`src/rtl/nn_wbm_pkg.sv`:
```
// Shared types for the NN accelerator Wishbone initiator: the queued command
// record, the bus FSM state encoding and the Wishbone bus widths.
package nn_wbm_pkg;

    localparam int WB_DW = 32;
    localparam int WB_AW = 32;

    typedef struct packed {
        logic             we;
        logic [3:0]       sel;
        logic [WB_AW-1:0] adr;
        logic [WB_DW-1:0] dat;
    } cmd_t;

    typedef enum logic [1:0] {
        IDLE = 2'd0,
        BUS  = 2'd1,
        RESP = 2'd2
    } state_t;

endpackage

```
`src/rtl/nn_wbm_cmd_fifo.sv`:
```
// Synchronous command FIFO for the Wishbone initiator.
// Pointers carry one extra wrap bit so full and empty are told apart by
// comparing the MSBs; the head entry is presented combinationally on pop_data.
// Reset only flushes the pointers; stale storage is never visible while empty.
module nn_wbm_cmd_fifo
    import nn_wbm_pkg::*;
#(
    parameter int DEPTH = 4
) (
    input  logic clk,
    input  logic rst,
    input  logic push,
    input  cmd_t push_data,
    input  logic pop,
    output cmd_t pop_data,
    output logic full,
    output logic empty
);

    localparam int AW = $clog2(DEPTH);

    logic [AW:0] wr_ptr;
    logic [AW:0] rd_ptr;
    cmd_t        mem [DEPTH];

    logic do_push;
    logic do_pop;

    assign do_push  = push && !full;
    assign do_pop   = pop && !empty;

    assign empty    = (wr_ptr == rd_ptr);
    assign full     = (wr_ptr[AW] != rd_ptr[AW]) &&
                      (wr_ptr[AW-1:0] == rd_ptr[AW-1:0]);
    assign pop_data = mem[rd_ptr[AW-1:0]];

    // Pointer update; natural wrap of the extended pointers, flushed on reset.
    always_ff @(posedge clk) begin
        if (rst) begin
            wr_ptr <= '0;
            rd_ptr <= '0;
        end else begin
            if (do_push) begin
                wr_ptr <= wr_ptr + 1'b1;
            end
            if (do_pop) begin
                rd_ptr <= rd_ptr + 1'b1;
            end
        end
    end

    // Storage write; no reset needed because empty masks old contents.
    always_ff @(posedge clk) begin
        if (do_push) begin
            mem[wr_ptr[AW-1:0]] <= push_data;
        end
    end

endmodule

```
`src/rtl/nn_wb_master.sv`:
```
// Wishbone classic initiator driving the NN accelerator slave port.
// Single-word commands are queued in a small FIFO, each becomes one Wishbone
// cycle, and exactly one response per command is returned in command order.
// Optional build macro NN_WBM_TIMEOUT_EN adds an ack timeout that aborts a
// stalled cycle after TIMEOUT_CYC bus cycles and flags it on rsp_err_o.
module nn_wb_master
    import nn_wbm_pkg::*;
#(
    parameter int CMD_DEPTH   = 4,
    parameter int TIMEOUT_CYC = 16
) (
    input  logic             wb_clk_i,
    input  logic             wb_rst_i,

    input  logic             cmd_valid_i,
    output logic             cmd_ready_o,
    input  logic             cmd_we_i,
    input  logic [3:0]       cmd_sel_i,
    input  logic [WB_AW-1:0] cmd_adr_i,
    input  logic [WB_DW-1:0] cmd_dat_i,

    output logic             rsp_valid_o,
    input  logic             rsp_ready_i,
    output logic [WB_DW-1:0] rsp_dat_o,
    output logic             rsp_err_o,

    output logic             wbm_cyc_o,
    output logic             wbm_stb_o,
    output logic             wbm_we_o,
    output logic [3:0]       wbm_sel_o,
    output logic [WB_AW-1:0] wbm_adr_o,
    output logic [WB_DW-1:0] wbm_dat_o,
    input  logic [WB_DW-1:0] wbm_dat_i,
    input  logic             wbm_ack_i,

    output logic             busy_o
);

    state_t state;
    state_t state_next;

    cmd_t   cmd_in;
    cmd_t   cmd_head;
    logic   fifo_full;
    logic   fifo_empty;
    logic   fifo_push;
    logic   fifo_pop;

    logic   bus_done;
    logic   timeout_hit;

    assign cmd_in      = '{we: cmd_we_i, sel: cmd_sel_i, adr: cmd_adr_i, dat: cmd_dat_i};
    assign cmd_ready_o = !fifo_full;
    assign fifo_push   = cmd_valid_i && !fifo_full;

    assign rsp_valid_o = (state == RESP);
    assign busy_o      = (state != IDLE) || !fifo_empty;

    nn_wbm_cmd_fifo #(
        .DEPTH (CMD_DEPTH)
    ) u_cmd_fifo (
        .clk       (wb_clk_i),
        .rst       (wb_rst_i),
        .push      (fifo_push),
        .push_data (cmd_in),
        .pop       (fifo_pop),
        .pop_data  (cmd_head),
        .full      (fifo_full),
        .empty     (fifo_empty)
    );

`ifdef NN_WBM_TIMEOUT_EN
    localparam int TW = $clog2(TIMEOUT_CYC + 1);

    logic [TW-1:0] to_cnt;
    logic          rsp_err_q;

    assign timeout_hit = (to_cnt == TW'(TIMEOUT_CYC - 1));
    assign rsp_err_o   = rsp_err_q;

    // Counts cycles spent in BUS; restarts whenever a new cycle is launched.
    always_ff @(posedge wb_clk_i) begin
        if (wb_rst_i) begin
            to_cnt <= '0;
        end else if (fifo_pop) begin
            to_cnt <= '0;
        end else if (state == BUS) begin
            to_cnt <= to_cnt + 1'b1;
        end
    end

    // Error flag: set only when the cycle ended without an ack.
    always_ff @(posedge wb_clk_i) begin
        if (wb_rst_i) begin
            rsp_err_q <= 1'b0;
        end else if (bus_done) begin
            rsp_err_q <= !wbm_ack_i;
        end
    end
`else
    // Constant-false abort path; the parameter is referenced so both builds
    // share one parameter list without an unused-parameter warning.
    assign timeout_hit = 1'b0 & (TIMEOUT_CYC != 0);
    assign rsp_err_o   = 1'b0;
`endif

    // State register for the IDLE -> BUS -> RESP command loop.
    always_ff @(posedge wb_clk_i) begin
        if (wb_rst_i) begin
            state <= IDLE;
        end else begin
            state <= state_next;
        end
    end

    // Next-state logic: launch on a queued command, finish on ack (ack wins
    // over a same-cycle timeout), and hold the bus idle until the response
    // has been consumed so cycles are always separated by a strobe-low gap.
    always_comb begin
        state_next = state;
        fifo_pop   = 1'b0;
        bus_done   = 1'b0;
        case (state)
            IDLE: begin
                if (!fifo_empty) begin
                    fifo_pop   = 1'b1;
                    state_next = BUS;
                end
            end
            BUS: begin
                if (wbm_ack_i || timeout_hit) begin
                    bus_done   = 1'b1;
                    state_next = RESP;
                end
            end
            RESP: begin
                if (rsp_ready_i) begin
                    state_next = IDLE;
                end
            end
            default: begin
                state_next = IDLE;
            end
        endcase
    end

    // Bus and response datapath: register the popped command onto the bus,
    // then capture read data (zero for writes or aborts) when the cycle ends.
    always_ff @(posedge wb_clk_i) begin
        if (wb_rst_i) begin
            wbm_cyc_o <= 1'b0;
            wbm_stb_o <= 1'b0;
            wbm_we_o  <= 1'b0;
            wbm_sel_o <= '0;
            wbm_adr_o <= '0;
            wbm_dat_o <= '0;
            rsp_dat_o <= '0;
        end else if (fifo_pop) begin
            wbm_cyc_o <= 1'b1;
            wbm_stb_o <= 1'b1;
            wbm_we_o  <= cmd_head.we;
            wbm_sel_o <= cmd_head.sel;
            wbm_adr_o <= cmd_head.adr;
            wbm_dat_o <= cmd_head.we ? cmd_head.dat : '0;
        end else if (bus_done) begin
            wbm_cyc_o <= 1'b0;
            wbm_stb_o <= 1'b0;
            rsp_dat_o <= (wbm_ack_i && !wbm_we_o) ? wbm_dat_i : '0;
        end
    end

endmodule

```
`config.mk`:
```
export PLATFORM = sky130hd
export DESIGN_NAME = nn_wb_master
export DESIGN_NICKNAME = d
export VERILOG_FILES = /design/src/rtl/nn_wbm_pkg.sv /design/src/rtl/nn_wbm_cmd_fifo.sv /design/src/rtl/nn_wb_master.sv
export SDC_FILE = /design/constraint.sdc
export NUM_CORES = 1
export LEC_CHECK = 0
export CAP_MARGIN = 20
export CORE_MARGIN = 3
export CORE_UTILIZATION = 52
export DETAILED_ROUTE_END_ITERATION = 8
export PLACE_DENSITY = 0.79
export SYNTH_ARGS = -nofsm -noshare
export SYNTH_HDL_FRONTEND = slang
export SYNTH_SLANG_ARGS = --single-unit
```
`constraint.sdc`:
```
create_clock -name wb_clk_i -period 4.35 [get_ports wb_clk_i]
set_input_delay 0.87 -clock wb_clk_i [delete_from_list [all_inputs] [get_ports wb_clk_i]]
set_output_delay 0.87 -clock wb_clk_i [all_outputs]
set_load 0.01 [all_outputs]
```
# Word level (Yosys, flattened, before mapping)
# Memory sizes are Yosys's and may differ from the RTL's. A register that Yosys moved wholly into a read port is not among the register bits.
# Cells that the tools add are included.
# W data, S select, Z words.
# word_totals
reg_bits	110
ramBits	276
out_inout_bits	107
word_cells	51
memories	1
# mem_list
name	depth	word_bits	read_ports	rd_clocked_by_memory_dff	wr	line_no	rtl
u_cmd_fifo.mem	4	69	1	1	1	nn_wbm_cmd_fifo.sv:24	cmd_t mem [DEPTH];
# classes
addsub	2
n_eq_ne	8
n_mux	16
n_bitwise	1
n_reduce_logical	14
# op_table
op	n
$mux W32	2
$mux W2	5
$mux W1	8
$add A3 B1 Y3 const B	2
$pmux W2 S3	1
$logic_and A1 B1 Y1	5
$ne A2 B2 Y1 const B	2
$reduce_bool A2 Y1	2
$eq A3 B3 Y1	1
$logic_not A1 Y1	3
$reduce_and A3 Y1	1
$eq A2 B1 Y1 const B	1
$eq A2 B2 Y1	1
$eq A2 B2 Y1 const B	1
$logic_not A2 Y1	1
$ne A2 B1 Y1 const B	1
$reduce_and A2 Y1	1
$logic_or A1 B1 Y1	1
$ne A1 B1 Y1	1
$not A1 Y1	1

# Logic depth before layout (Yosys ltp)
# logic_depth
word_depth	7
mapped_depth	6

# Modules after synthesis
# From an unflattened synthesis, not the netlist that was laid out.
# hier_totals
cells_unflattened	911
area_unflattened_um2	15443.6
# by_module_without_submodules
module	n_inst	cells_per_inst	area_per_inst_um2	seq_area_each_um2
nn_wbm_cmd_fifo	1	429	10496.3	8448.1
nn_wb_master	1	482	4947.2	2082.0

# Worst setup path after synthesis
# OpenSTA, ideal clock, no wires.
# synth_path
path_kind	input -> register
start	input port cmd_valid_i
end	memory u_cmd_fifo.mem[0][0] in the netlist's numbering, enable pin
setup_ps	435
arrival_time_ps	2738
path_slack_ps	1177
stages	2
n_path_buf	0
cell_sequence	o31a_1 > and2_1
# synth_between
elab_chain_len	4
# synth_rtl
item	line_no	rtl
start, declared	nn_wb_master.sv:15	input logic cmd_valid_i,
$logic_and A1 B1 Y1	nn_wb_master.sv:54	assign fifo_push = cmd_valid_i && !fifo_full;
$logic_and A1 B1 Y1	nn_wbm_cmd_fifo.sv:29	assign do_push = push && !full;
$mux W1	nn_wbm_cmd_fifo.sv:54	if (do_push) begin
$mux W1 (implied by the code)	nn_wbm_cmd_fifo.sv:55	mem[wr_ptr[AW-1:0]] <= push_data;
end, declared	nn_wbm_cmd_fifo.sv:24	
# No other way between the ends.

# Final worst setup path
# layout_path
start	register u_cmd_fifo.wr_ptr[2]
end	output port cmd_ready_o
# layout_between
elab_chain_len	3
# layout_rtl
item	line_no	rtl
start, declared	nn_wbm_cmd_fifo.sv:22	logic [AW:0] wr_ptr;
start signal, assigned	nn_wbm_cmd_fifo.sv:44	wr_ptr <= wr_ptr + 1'b1;
$ne A1 B1 Y1	nn_wbm_cmd_fifo.sv:33	assign full = (wr_ptr[AW] != rd_ptr[AW]) &&
$logic_and A1 B1 Y1	nn_wbm_cmd_fifo.sv:33	
$logic_not A1 Y1	nn_wb_master.sv:53	assign cmd_ready_o = !fifo_full;
end, declared	nn_wb_master.sv:16	output logic cmd_ready_o,
# No other way between the ends.

==> impl_metrics.ini <==
[status]
status = finished clean

[clock_network]
cts_setup_buffers = 0
post_cts_resized = 0
numCtsBuffers = 41
htreeDepth = 2
postCtsHoldBufs = 0
clock_latency_ps = 520
clk_path_buf_depth = 3
clkSlewWorstSetupHoldPaths_ps = 60
root_buffer = clkbuf_16
cts_tree = done
cts_num_sinks = 388

[timing]
slew_headroom_pct = 43.0
setup_viol = 0
timing.final.crit_share_pct = 72.9
timing.setup.tns_ps = 0
fin_crit_ps = 3170
clock_skew_ps = 13.8
tightest_slew_ps = 854
max_freq_mhz = 316
hold_viol_final = 0
maxSlewViolCount = 0
rsz0062_at_grt = false

[layout]
synthToLayoutAreaGrowth_pct = 25.4
layout_commonest_cell = edfxtp_1
final_util_pct = 67.3
nets = 1266
drive_above_1_share_pct = 14.1
final_cell_mix = edfxtp_1, clkdlybuf4s50_1, dfxtp_1

[power_and_ir_drop]
p_sw_mw = 3.29
p_comb_share_pct = 27.3
p_int_mw = 8.32
vdd.ir_drop.worst_mv = 0.335
clkPwrFrac_pct = 30.2
p_sw_share_pct = 28.4
p_leak_nw = 6.30
seqPwrFrac_pct = 42.5
power_mw = 11.6
power_density_nw_per_um2 = 609

[critical_path]
crit_path_start_kind = flop
r2r_setup_slack_ps = 1850
crit_required_ps = 3480
path_class = reg -> out
critPathArrivalTime_ps = 2300
end_kind = primary output
critical_path.max_fanout = 4

[logic_synthesis]
synth.yosys.seq_area_share_pct = 69.3
synth_edf_count = 276
synth_top_flop_cell = edfxtp_1
ys_warn_count = 0
synth-async-reset-ratio_pct = 0
netlist_area_um2 = 15200
synth-seq-cells = 388
synthCells = 955
avgSynthCellArea_um2 = 15.9
syn_nets = 1066
synth.distinct_cells = 42

[floorplanning]
initial_core_util_pct = 53.7
dieArea_um2 = 31300
io_pins = 213
die_w_um = 177
rows = 61
core_um2 = 28300
die_h_um = 177

[global_routing]
grt_usage_pct = 20.3
grt_pass1_vias = 8902
grt_max_degree = 70
overflow = 0
grt_pass1_wl_um = 49700
grt_antenna_before_repair = 3

[route]
drtIter0Drc = 575
vias_per_cell = 5.58
drc = 0
avgRoutedWirePerCell_um = 20.4
ant_nets = 0
vias = 8750
first_pass_iters = 5
wl_um = 32000

[placement]
port-buffer-count = 211
place_hpwl_um = 19000
gp_congestion = 0.775

[min_path]
hold_path_class = reg -> reg

[job]
cap_violations = 0
-- sequential cells by signal, indices dropped and copies added, names as in the netlist, 2 cells and up, named ones only --
register	count
wbm_dat_o	32
wbm_adr_o	32
u_cmd_fifo.rd_ptr	3
wbm_sel_o	4
u_cmd_fifo.wr_ptr	3
rsp_dat_o	32
u_cmd_fifo.mem	276
state	2
-- worst max-delay path: stages (launching register included) --
cell and delay (ps):
dfxtp_1 430, xor2_1 530, nand3_1 240, clkdlybuf4s50_1 590
-- power by group through the flow --
| stage | combinational, mW | clock (mW) | sequential [mW] |
|---|---|---|---|
| floorplan | 1.94 | 0 | 4.96 |
| global placement | 3.14 | 0 | 4.99 |
| detailed placement | 3.17 | 0 | 5.02 |
| CTS | 3.20 | 3.57 | 4.95 |
| global route | 3.40 | 3.72 | 5.01 |
| finish | 3.17 | 3.50 | 4.94 |
-- per-layer routing --
metal / part of all wire [%] / routed length, um / GRT usage [%] / up-vias
li1: - / - / - / 4007
met1: 41 / 13000 / 26.0 / 4391
met2: 51 / 16400 / 35.4 / 304
met3: 6.3 / 2010 / 4.31 / 44
met4: 1.7 / 551 / 5.37 / 4
met5: 0.078 / 25 / 0 / -
-- synth_stat cells (4+ instances only) --
master / instances / area (um^2)
nand2_1: 97 / 364
o211ai_1: 32 / 240
clkbuf_1: 42 / 158
nand3b_1: 33 / 248
dfxtp_1: 112 / 2240
nor2_1: 4 / 15.0
buf_6: 10 / 113
buf_4: 5 / 37.5
ha_1: 5 / 62.6
mux2i_1: 39 / 390
buf_2: 13 / 65.1
mux4_2: 69 / 1550
nand4_1: 33 / 206
nand2b_1: 78 / 488
nor2b_1: 34 / 213
edfxtp_1: 276 / 8290
a21oi_1: 34 / 170
and2_1: 4 / 25.0
inv_1: 4 / 15.0
-- stage by stage --
step	std cells	hold WS [ps]	worst slack (ps)	instance area (um^2)
3_3_place_gp	1489	438	1570	17700
2_1_floorplan	955	476	1180	15200
4_1_cts	1565	451	1150	19000
6_report	1567	450	1180	19100
3_5_place_dp	1489	443	1560	17700
5_1_grt	1567	460	1030	19100
-- path summary, 6_finish.rpt --
kind / start / to / cells after the start
worst max register to register: u_cmd_fifo.wr_ptr[2] / u_cmd_fifo.mem[1][59] / 5
worst min-delay path: rsp_dat_o[23] / rsp_dat_o[23] / 2
worst max-delay path: u_cmd_fifo.wr_ptr[2] / cmd_ready_o / 3
worst min register to register: rsp_dat_o[23] / rsp_dat_o[23] / 2
-- cell type report --
type | instances | area (um^2)
diodes | 1 | 2.50
clock buffers | 59 | 1230
clock inverters | 17 | 160
fillers | 1933 | 9250
inverters | 4 | 15.0
multi-input cells | 493 | 4350
flip-flops and latches | 388 | 10500
well taps | 378 | 473
repair buffers | 227 | 2300
-- cell families after synthesis --
kind of cell	synth area share, %
compound gates	3.56
xor+xnor	0.543
fa+ha+maj	0.412
buf+inv	2.55
flops	69.3
mux	13.0
other cells	0.0247
simple gates	10.6
Note: power is estimated with default switching activity, not from simulation.
